--- config.mk ---
export PLATFORM = sky130hd
export DESIGN_NAME = mont_pe_seq_flat
export DESIGN_NICKNAME = d
export VERILOG_FILES = /design/src/rtl/mont_pe_seq_if.sv /design/src/rtl/mont_pe_seq.sv /design/src/flat_wrapper.sv
export SDC_FILE = /design/constraint.sdc
export NUM_CORES = 2
export LEC_CHECK = 0
export BUFFER_PORTS_ARGS = -buffer_cell sky130_fd_sc_hd__buf_4
export CAP_MARGIN = 20
export CORE_AREA = 8 8 704 706
export CTS_CLUSTER_SIZE = 24
export DETAILED_ROUTE_END_ITERATION = 6
export DIE_AREA = 0 0 712 714
export PLACE_DENSITY = 0.37
export SETUP_SLACK_MARGIN = 0.3
export SYNTH_ARGS = -nofsm -noshare
export SYNTH_HDL_FRONTEND = slang
export SYNTH_SLANG_ARGS = --single-unit
--- constraint.sdc ---
create_clock -name clk -period 3.5 [get_ports clk]
set_clock_uncertainty 0.2 [all_clocks]
set_input_delay 0.175 -clock clk [delete_from_list [all_inputs] [get_ports clk]]
set_output_delay 0.175 -clock clk [all_outputs]
set_load 0.02 [all_outputs]
--- src/rtl/mont_pe_seq_if.sv ---
`default_nettype none
// ============================================================
// Module   : mont_pe_seq_if
// Brief    : Operand/result bus between the Montgomery sequencer and one PE.
// Revision : 1.0 - initial release
// ============================================================
interface mont_pe_seq_if #(
  parameter int RADIX = 32
) ();
  logic [RADIX-1:0] pe_a;
  logic [RADIX-1:0] pe_b;
  logic [RADIX-1:0] pe_p;
  logic [RADIX-1:0] pe_m;
  logic [RADIX-1:0] pe_s;
  logic [RADIX:0]   pe_c;
  logic             pe_odd;
  logic [RADIX-1:0] pe_s_out;
  logic [RADIX:0]   pe_c_out;

  modport master (
    output pe_a, pe_b, pe_p, pe_m, pe_s, pe_c, pe_odd,
    input  pe_s_out, pe_c_out
  );

  modport slave (
    input  pe_a, pe_b, pe_p, pe_m, pe_s, pe_c, pe_odd,
    output pe_s_out, pe_c_out
  );
endinterface
`default_nettype wire

--- src/rtl/mont_pe_seq.sv ---
`default_nettype none
// ============================================================
// Module   : mont_pe_seq
// Brief    : Word-serial Montgomery multiply sequencer driving one external PE.
// Revision : 1.0 - initial release
// ============================================================
module mont_pe_seq #(
  parameter int RADIX     = 32,
  parameter int NUM_WORDS = 12
) (
  input  logic                       clk,
  input  logic                       reset_n,
  input  logic                       start,
  input  logic [NUM_WORDS*RADIX-1:0] opa_in,
  input  logic [NUM_WORDS*RADIX-1:0] opb_in,
  input  logic [NUM_WORDS*RADIX-1:0] prime_in,
  input  logic [RADIX-1:0]           nprime_in,
  output logic                       busy,
  output logic                       done,
  output logic [NUM_WORDS*RADIX-1:0] result_out,
  output logic                       res_ovf,
  mont_pe_seq_if.master              pe
);

  localparam int IW = $clog2(NUM_WORDS);
  localparam int CW = $clog2(NUM_WORDS + 1);

  typedef enum logic [2:0] {
    S_IDLE = 3'd0,
    S_F0   = 3'd1,
    S_X1   = 3'd2,
    S_X2   = 3'd3,
    S_F1   = 3'd4,
    S_W    = 3'd5,
    S_WB   = 3'd6
  } state_t;

  state_t                     state_q, state_d;
  logic [IW-1:0]              row_q, row_d;
  logic [CW-1:0]              col_q, col_d;
  logic                       wb_vld_q, wb_vld_d;
  logic [CW-1:0]              wb_idx_q, wb_idx_d;
  logic [CW-1:0]              wb_dst;
  logic [RADIX-1:0]           a_q [NUM_WORDS];
  logic [RADIX-1:0]           a_d [NUM_WORDS];
  logic [RADIX-1:0]           b_q [NUM_WORDS];
  logic [RADIX-1:0]           b_d [NUM_WORDS];
  logic [RADIX-1:0]           p_q [NUM_WORDS];
  logic [RADIX-1:0]           p_d [NUM_WORDS];
  logic [RADIX-1:0]           t_q [NUM_WORDS+1];
  logic [RADIX-1:0]           t_d [NUM_WORDS+1];
  logic [RADIX-1:0]           np_q, np_d;
  logic [RADIX-1:0]           m_q, m_d;
  logic                       done_q, done_d;
  logic                       ovf_q, ovf_d;
  logic [NUM_WORDS*RADIX-1:0] result_q, result_d;
  logic                       unused_c_msb;

  assign busy         = (state_q != S_IDLE);
  assign done         = done_q;
  assign res_ovf      = ovf_q;
  assign result_out   = result_q;
  assign wb_dst       = wb_idx_q - CW'(1);
  assign unused_c_msb = pe.pe_c_out[RADIX];

  always_comb begin
    state_d  = state_q;
    row_d    = row_q;
    col_d    = col_q;
    wb_vld_d = 1'b0;
    wb_idx_d = col_q;
    np_d     = np_q;
    m_d      = m_q;
    done_d   = 1'b0;
    ovf_d    = ovf_q;
    result_d = result_q;
    for (int k = 0; k < NUM_WORDS; k++) begin
      a_d[k] = a_q[k];
      b_d[k] = b_q[k];
      p_d[k] = p_q[k];
    end
    for (int k = 0; k <= NUM_WORDS; k++) begin
      t_d[k] = t_q[k];
    end
    pe.pe_a   = '0;
    pe.pe_b   = '0;
    pe.pe_p   = '0;
    pe.pe_m   = '0;
    pe.pe_s   = '0;
    pe.pe_c   = '0;
    pe.pe_odd = 1'b0;

    // PE output of the previous W step lands one word lower; word 0 is always zero.
    if (wb_vld_q && (wb_idx_q != '0)) begin
      t_d[wb_dst] = pe.pe_s_out;
      if (wb_idx_q == CW'(NUM_WORDS)) begin
        t_d[NUM_WORDS] = pe.pe_c_out[RADIX-1:0];
      end
    end

    case (state_q)
      S_IDLE: begin
        if (start) begin
          for (int k = 0; k < NUM_WORDS; k++) begin
            a_d[k] = opa_in[k*RADIX +: RADIX];
            b_d[k] = opb_in[k*RADIX +: RADIX];
            p_d[k] = prime_in[k*RADIX +: RADIX];
          end
          for (int k = 0; k <= NUM_WORDS; k++) begin
            t_d[k] = '0;
          end
          np_d    = nprime_in;
          row_d   = '0;
          col_d   = '0;
          state_d = S_F0;
        end
      end
      S_F0: state_d = S_X1;
      S_X1: begin
        pe.pe_odd = 1'b1;
        pe.pe_a   = a_q[0];
        pe.pe_b   = b_q[row_q];
        pe.pe_s   = t_q[0];
        state_d   = S_X2;
      end
      S_X2: begin
        // PE feeds back u on s, so u*(n'-1) + u yields m_i in the low word.
        pe.pe_a = pe.pe_s_out;
        pe.pe_b = np_q - RADIX'(1);
        state_d = S_F1;
      end
      S_F1: begin
        m_d     = pe.pe_s_out;
        col_d   = '0;
        state_d = S_W;
      end
      S_W: begin
        pe.pe_odd = 1'b1;
        pe.pe_s   = t_q[col_q];
        wb_vld_d  = 1'b1;
        if (col_q == CW'(NUM_WORDS)) begin
          col_d = '0;
          if (row_q == IW'(NUM_WORDS - 1)) begin
            state_d = S_WB;
          end else begin
            row_d   = row_q + IW'(1);
            state_d = S_F0;
          end
        end else begin
          pe.pe_a = a_q[col_q[IW-1:0]];
          pe.pe_b = b_q[row_q];
          pe.pe_p = p_q[col_q[IW-1:0]];
          pe.pe_m = m_q;
          col_d   = col_q + CW'(1);
        end
      end
      S_WB: begin
        for (int k = 0; k < NUM_WORDS; k++) begin
          result_d[k*RADIX +: RADIX] = t_d[k];
        end
        ovf_d   = (t_d[NUM_WORDS] != '0);
        done_d  = 1'b1;
        state_d = S_IDLE;
      end
      default: state_d = S_IDLE;
    endcase
  end

  always_ff @(posedge clk or negedge reset_n) begin
    if (!reset_n) begin
      state_q  <= S_IDLE;
      row_q    <= '0;
      col_q    <= '0;
      wb_vld_q <= 1'b0;
      wb_idx_q <= '0;
      np_q     <= '0;
      m_q      <= '0;
      done_q   <= 1'b0;
      ovf_q    <= 1'b0;
      result_q <= '0;
      for (int k = 0; k < NUM_WORDS; k++) begin
        a_q[k] <= '0;
        b_q[k] <= '0;
        p_q[k] <= '0;
      end
      for (int k = 0; k <= NUM_WORDS; k++) begin
        t_q[k] <= '0;
      end
    end else begin
      state_q  <= state_d;
      row_q    <= row_d;
      col_q    <= col_d;
      wb_vld_q <= wb_vld_d;
      wb_idx_q <= wb_idx_d;
      np_q     <= np_d;
      m_q      <= m_d;
      done_q   <= done_d;
      ovf_q    <= ovf_d;
      result_q <= result_d;
      for (int k = 0; k < NUM_WORDS; k++) begin
        a_q[k] <= a_d[k];
        b_q[k] <= b_d[k];
        p_q[k] <= p_d[k];
      end
      for (int k = 0; k <= NUM_WORDS; k++) begin
        t_q[k] <= t_d[k];
      end
    end
  end

endmodule
`default_nettype wire

--- src/flat_wrapper.sv ---
// flat-port wrapper written by rule: the top's interface ports become plain ports
module mont_pe_seq_flat 
#(
  parameter int RADIX     = 32,
  parameter int NUM_WORDS = 12
)
  (clk, reset_n, start, opa_in, opb_in, prime_in, nprime_in, busy, done, result_out, res_ovf, pe_pe_a, pe_pe_b, pe_pe_p, pe_pe_m, pe_pe_s, pe_pe_c, pe_pe_odd, pe_pe_s_out, pe_pe_c_out);
  mont_pe_seq_if #(.RADIX(RADIX)) pe_i ();
  input  logic clk;
  input  logic reset_n;
  input  logic start;
  input  logic [NUM_WORDS*RADIX-1:0] opa_in;
  input  logic [NUM_WORDS*RADIX-1:0] opb_in;
  input  logic [NUM_WORDS*RADIX-1:0] prime_in;
  input  logic [RADIX-1:0] nprime_in;
  output logic busy;
  output logic done;
  output logic [NUM_WORDS*RADIX-1:0] result_out;
  output logic res_ovf;
  output wire logic [$bits(pe_i.pe_a)-1:0] pe_pe_a;
  output wire logic [$bits(pe_i.pe_b)-1:0] pe_pe_b;
  output wire logic [$bits(pe_i.pe_p)-1:0] pe_pe_p;
  output wire logic [$bits(pe_i.pe_m)-1:0] pe_pe_m;
  output wire logic [$bits(pe_i.pe_s)-1:0] pe_pe_s;
  output wire logic [$bits(pe_i.pe_c)-1:0] pe_pe_c;
  output wire logic [$bits(pe_i.pe_odd)-1:0] pe_pe_odd;
  input wire logic [$bits(pe_i.pe_s_out)-1:0] pe_pe_s_out;
  input wire logic [$bits(pe_i.pe_c_out)-1:0] pe_pe_c_out;
  assign pe_pe_a = pe_i.pe_a;
  assign pe_pe_b = pe_i.pe_b;
  assign pe_pe_p = pe_i.pe_p;
  assign pe_pe_m = pe_i.pe_m;
  assign pe_pe_s = pe_i.pe_s;
  assign pe_pe_c = pe_i.pe_c;
  assign pe_pe_odd = pe_i.pe_odd;
  assign pe_i.pe_s_out = pe_pe_s_out;
  assign pe_i.pe_c_out = pe_pe_c_out;
  mont_pe_seq #(.RADIX(RADIX), .NUM_WORDS(NUM_WORDS)) u_core (.clk(clk), .reset_n(reset_n), .start(start), .opa_in(opa_in), .opb_in(opb_in), .prime_in(prime_in), .nprime_in(nprime_in), .busy(busy), .done(done), .result_out(result_out), .res_ovf(res_ovf), .pe(pe_i));
endmodule
==> qor.yml <==
clk_pin_slew_worst_paths_ps: 50
ys_warn_count: 0
fp.coreArea_sq_um: 484000
syn-instance-count: 9018
power_leakage_nw: 75.6
grt.total_usage_pct: 21.7
detail-route-antenna-nets: 0
synth_area_leaders: "dfrtp_1, nand2_1, mux4_2"
period_share_pct: 110
ir_drop_mv: 0.340
hold_path_class: "input port to flop"
die_y_um: 714
critPathSlowestCell: "mux4_2"
max_freq_mhz: 260
cts_tree: "built"
synth_area_per_cell_sq_um: 9.99
nFillCells: 50200
r2r_end: "u_core.res_ovf$_DFFE_PN0P_"
setup_tns_ps: -20370
reg2regPathDepth: 7
startpoint: "u_core.col_q[0]$_DFFE_PN0P_"
slowest_delay_ps: 660
first_pass_iters: 7
synth_cell_type_count: 56
setup_violations: 132
synth_edf_count: 0
rsz0062_at_grt: "true"
end_kind: "primary output"
pwr_density_cell_nw_per_um2: 369
grt_pass1_vias: 93200
layout.cells.most_common: "nand2_1"
portBuffers: 1798
place_ws_ps: 126
yosysTopAreaCell: "dfrtp_1"
place_congestion: 0.858
synth-seq-cells: 2034
hold_viol_final: 0
fin_util_pct: 32.5
nets: 15200
vias: 88500
netlist_area_sq_um: 90100
cts_root_buffer: "clkbuf_16"
multi_input_area_sq_um: 38200
worstMarginPinSlew_ps: 1040
drive_gt1_share_pct: 24.8
clock_path_buffers: 4
final-seq-area_sq_um: 50900
seq_area_frac_synth_pct: 56.5
grt_start_max_net_pins: 143
cts_buffers: 269
fin_crit_ps: 3840
core.rowCount: 256
async_flop_share_pct: 100
die-area_sq_um: 508000
viasPerCell: 4.28
violations: "setup timing"
final_cell_mix: "nand2_1, dlygate4sd3_1, dfrtp_1"
endpoint: "pe_pe_s[2]"
status: "complete, but fails checks"
hold-worst-slack_ps: 85.9
grt_pass1_wl_um: 778000
start_util_pct: 18.6
power_mw: 58.0
dpl.hpwl_um: 427000
wire_per_inst_um: 27.9
final.setup.worst_slack_ps: -339
grt_overflow: 0
ys.flop_type: "dfrtp_1"
clkLatencyLatePin_ps: 910
syn_to_final_growth_pct: 74.4
wl_um: 576000
arrival_ps: 3460
crit-reg2reg-launch: "u_core.wb_idx_q[0]$_DFF_PN0_"
required_ps: 3120
die_w_um: 712
path_cells: "buf_12, buf_16, mux4_2, a22oi_2, o21ai_1, buf_4, a22o_4, buf_6"
cp-start-kind: "flop"
cp_max_fo: 8
slew_viol_final: 0
synthDominantCellAreaShare_pct: 56.5
ios: 1833
slew_headroom_pct: 30.8
antenna_found_initial: 205
clock_sinks: 2034
dr.first_iter.drc_count: 6642
rrSetupSlack_ps: 480
htree_num_levels: 5
drv_cap: 0
critical_path_class: "flop to primary output"
drc: 0
==> metal layers <==
layer / up-vias / share of wire [%] / track usage [%]
met2: 2934 / 50 / 38.2
li1: 39700 / - / -
met4: 72 / 5.4 / 9.65
met3: 927 / 5.3 / 4.25
met1: 44900 / 40 / 25.6
met5: - / 0.075 / 0
==> layout make-up <==
type,count,share of cell area (%)
antenna,121,0.193
clock buffer,388,4.98
clock inverter,69,0.632
inverter,10,0.0287
multi-input combinational,6317,24.3
sequential,2034,32.4
tap,6450,5.13
timing repair buffer,5276,32.4
==> synth_stat cells, types with 7 or more instances <==
cell type     n
nor3_1       25
dfrtp_1    2034
and2_1       33
clkbuf_1    543
nand2_1    3948
a222oi_1     32
nor2b_1       7
buf_4        33
nor2_1      504
buf_2        83
a21oi_1      69
a22o_1       65
mux2i_1     512
o21ai_0     458
a22oi_1      32
inv_1         9
nor4_1       20
mux2_2       34
o22ai_1      30
buf_1        30
xnor2_1      24
mux4_2      384
a211oi_1     30
==> registers in the layout, summed over array words and instances, names as in the netlist <==
name,count
u_core.a_q,384
u_core.b_q,384
u_core.col_q,4
u_core.done,1
u_core.m_q,32
u_core.np_q,32
u_core.p_q,384
u_core.res_ovf,1
u_core.result_out,384
u_core.row_q,4
u_core.state_q,3
u_core.t_q,416
u_core.wb_idx_q,4
u_core.wb_vld_q,1
==> power by group <==
part	internal, mW	leakage [nW]	total (mW)	switching, mW
sequential	23.8	25.3	24.0	0.221
clock	16.2	4.31	28.3	12.1
combinational	3.16	46.0	5.66	2.49
total	43.2	75.6	58.0	14.8
==> kinds of logic (layout without fill, tap and decap cells) <==
group	Yosys count	count (layout)	share of synthesized area, %
other	1	154	0.00416
and+or+nand+nor	4589	4589	19.5
DFF	2034	2034	56.5
AOI/OAI and AO/OA	732	732	4.77
buffers and inverters	699	5743	3.16
muxes	930	930	15.7
xor gates and xnor gates	29	29	0.282
adders and majority gates	4	4	0.0555
==> worst min-delay path by stage <==
stage	start	to	cells after the start
after floorplan	reset_n	u_core.a_q[0]$_DFFE_PN0P_	0
after global placement	reset_n	u_core.result_out[371]$_DFFE_PN0P_	1
after detailed placement	reset_n	u_core.result_out[366]$_DFFE_PN0P_	1
after CTS	opb_in[265]	u_core.b_q[105]$_DFFE_PN0P_	4
after global routing	prime_in[350]	u_core.p_q[62]$_DFFE_PN0P_	4
final	prime_in[103]	u_core.p_q[263]$_DFFE_PN0P_	4
==> repair_timing <==
action,CTS,global route
buffers inserted,161,60
pin swaps,98,124
hold buffers,2885,0
endpoints found under the setup margin,161,255
endpoints found under the hold margin,4029,0
gates cloned,27,4
resized for setup,464,288
==> worst max-delay path, delay by kind of cell, from the launching register on <==
kind                   cells  cell delay (ps)
AOI/OAI and AO/OA          3              840
buffers and inverters      4              580
DFF                        1              450
muxes                      1              660
==> through the flow <==
step           area [sq um]  cells
2_1_floorplan         90200   9050
3_3_place_gp         113000  16900
3_5_place_dp         113000  17000
4_1_cts              155000  20500
5_1_grt              157000  20600
6_report             157000  20700
Note: power is estimated with default switching activity, not from simulation.
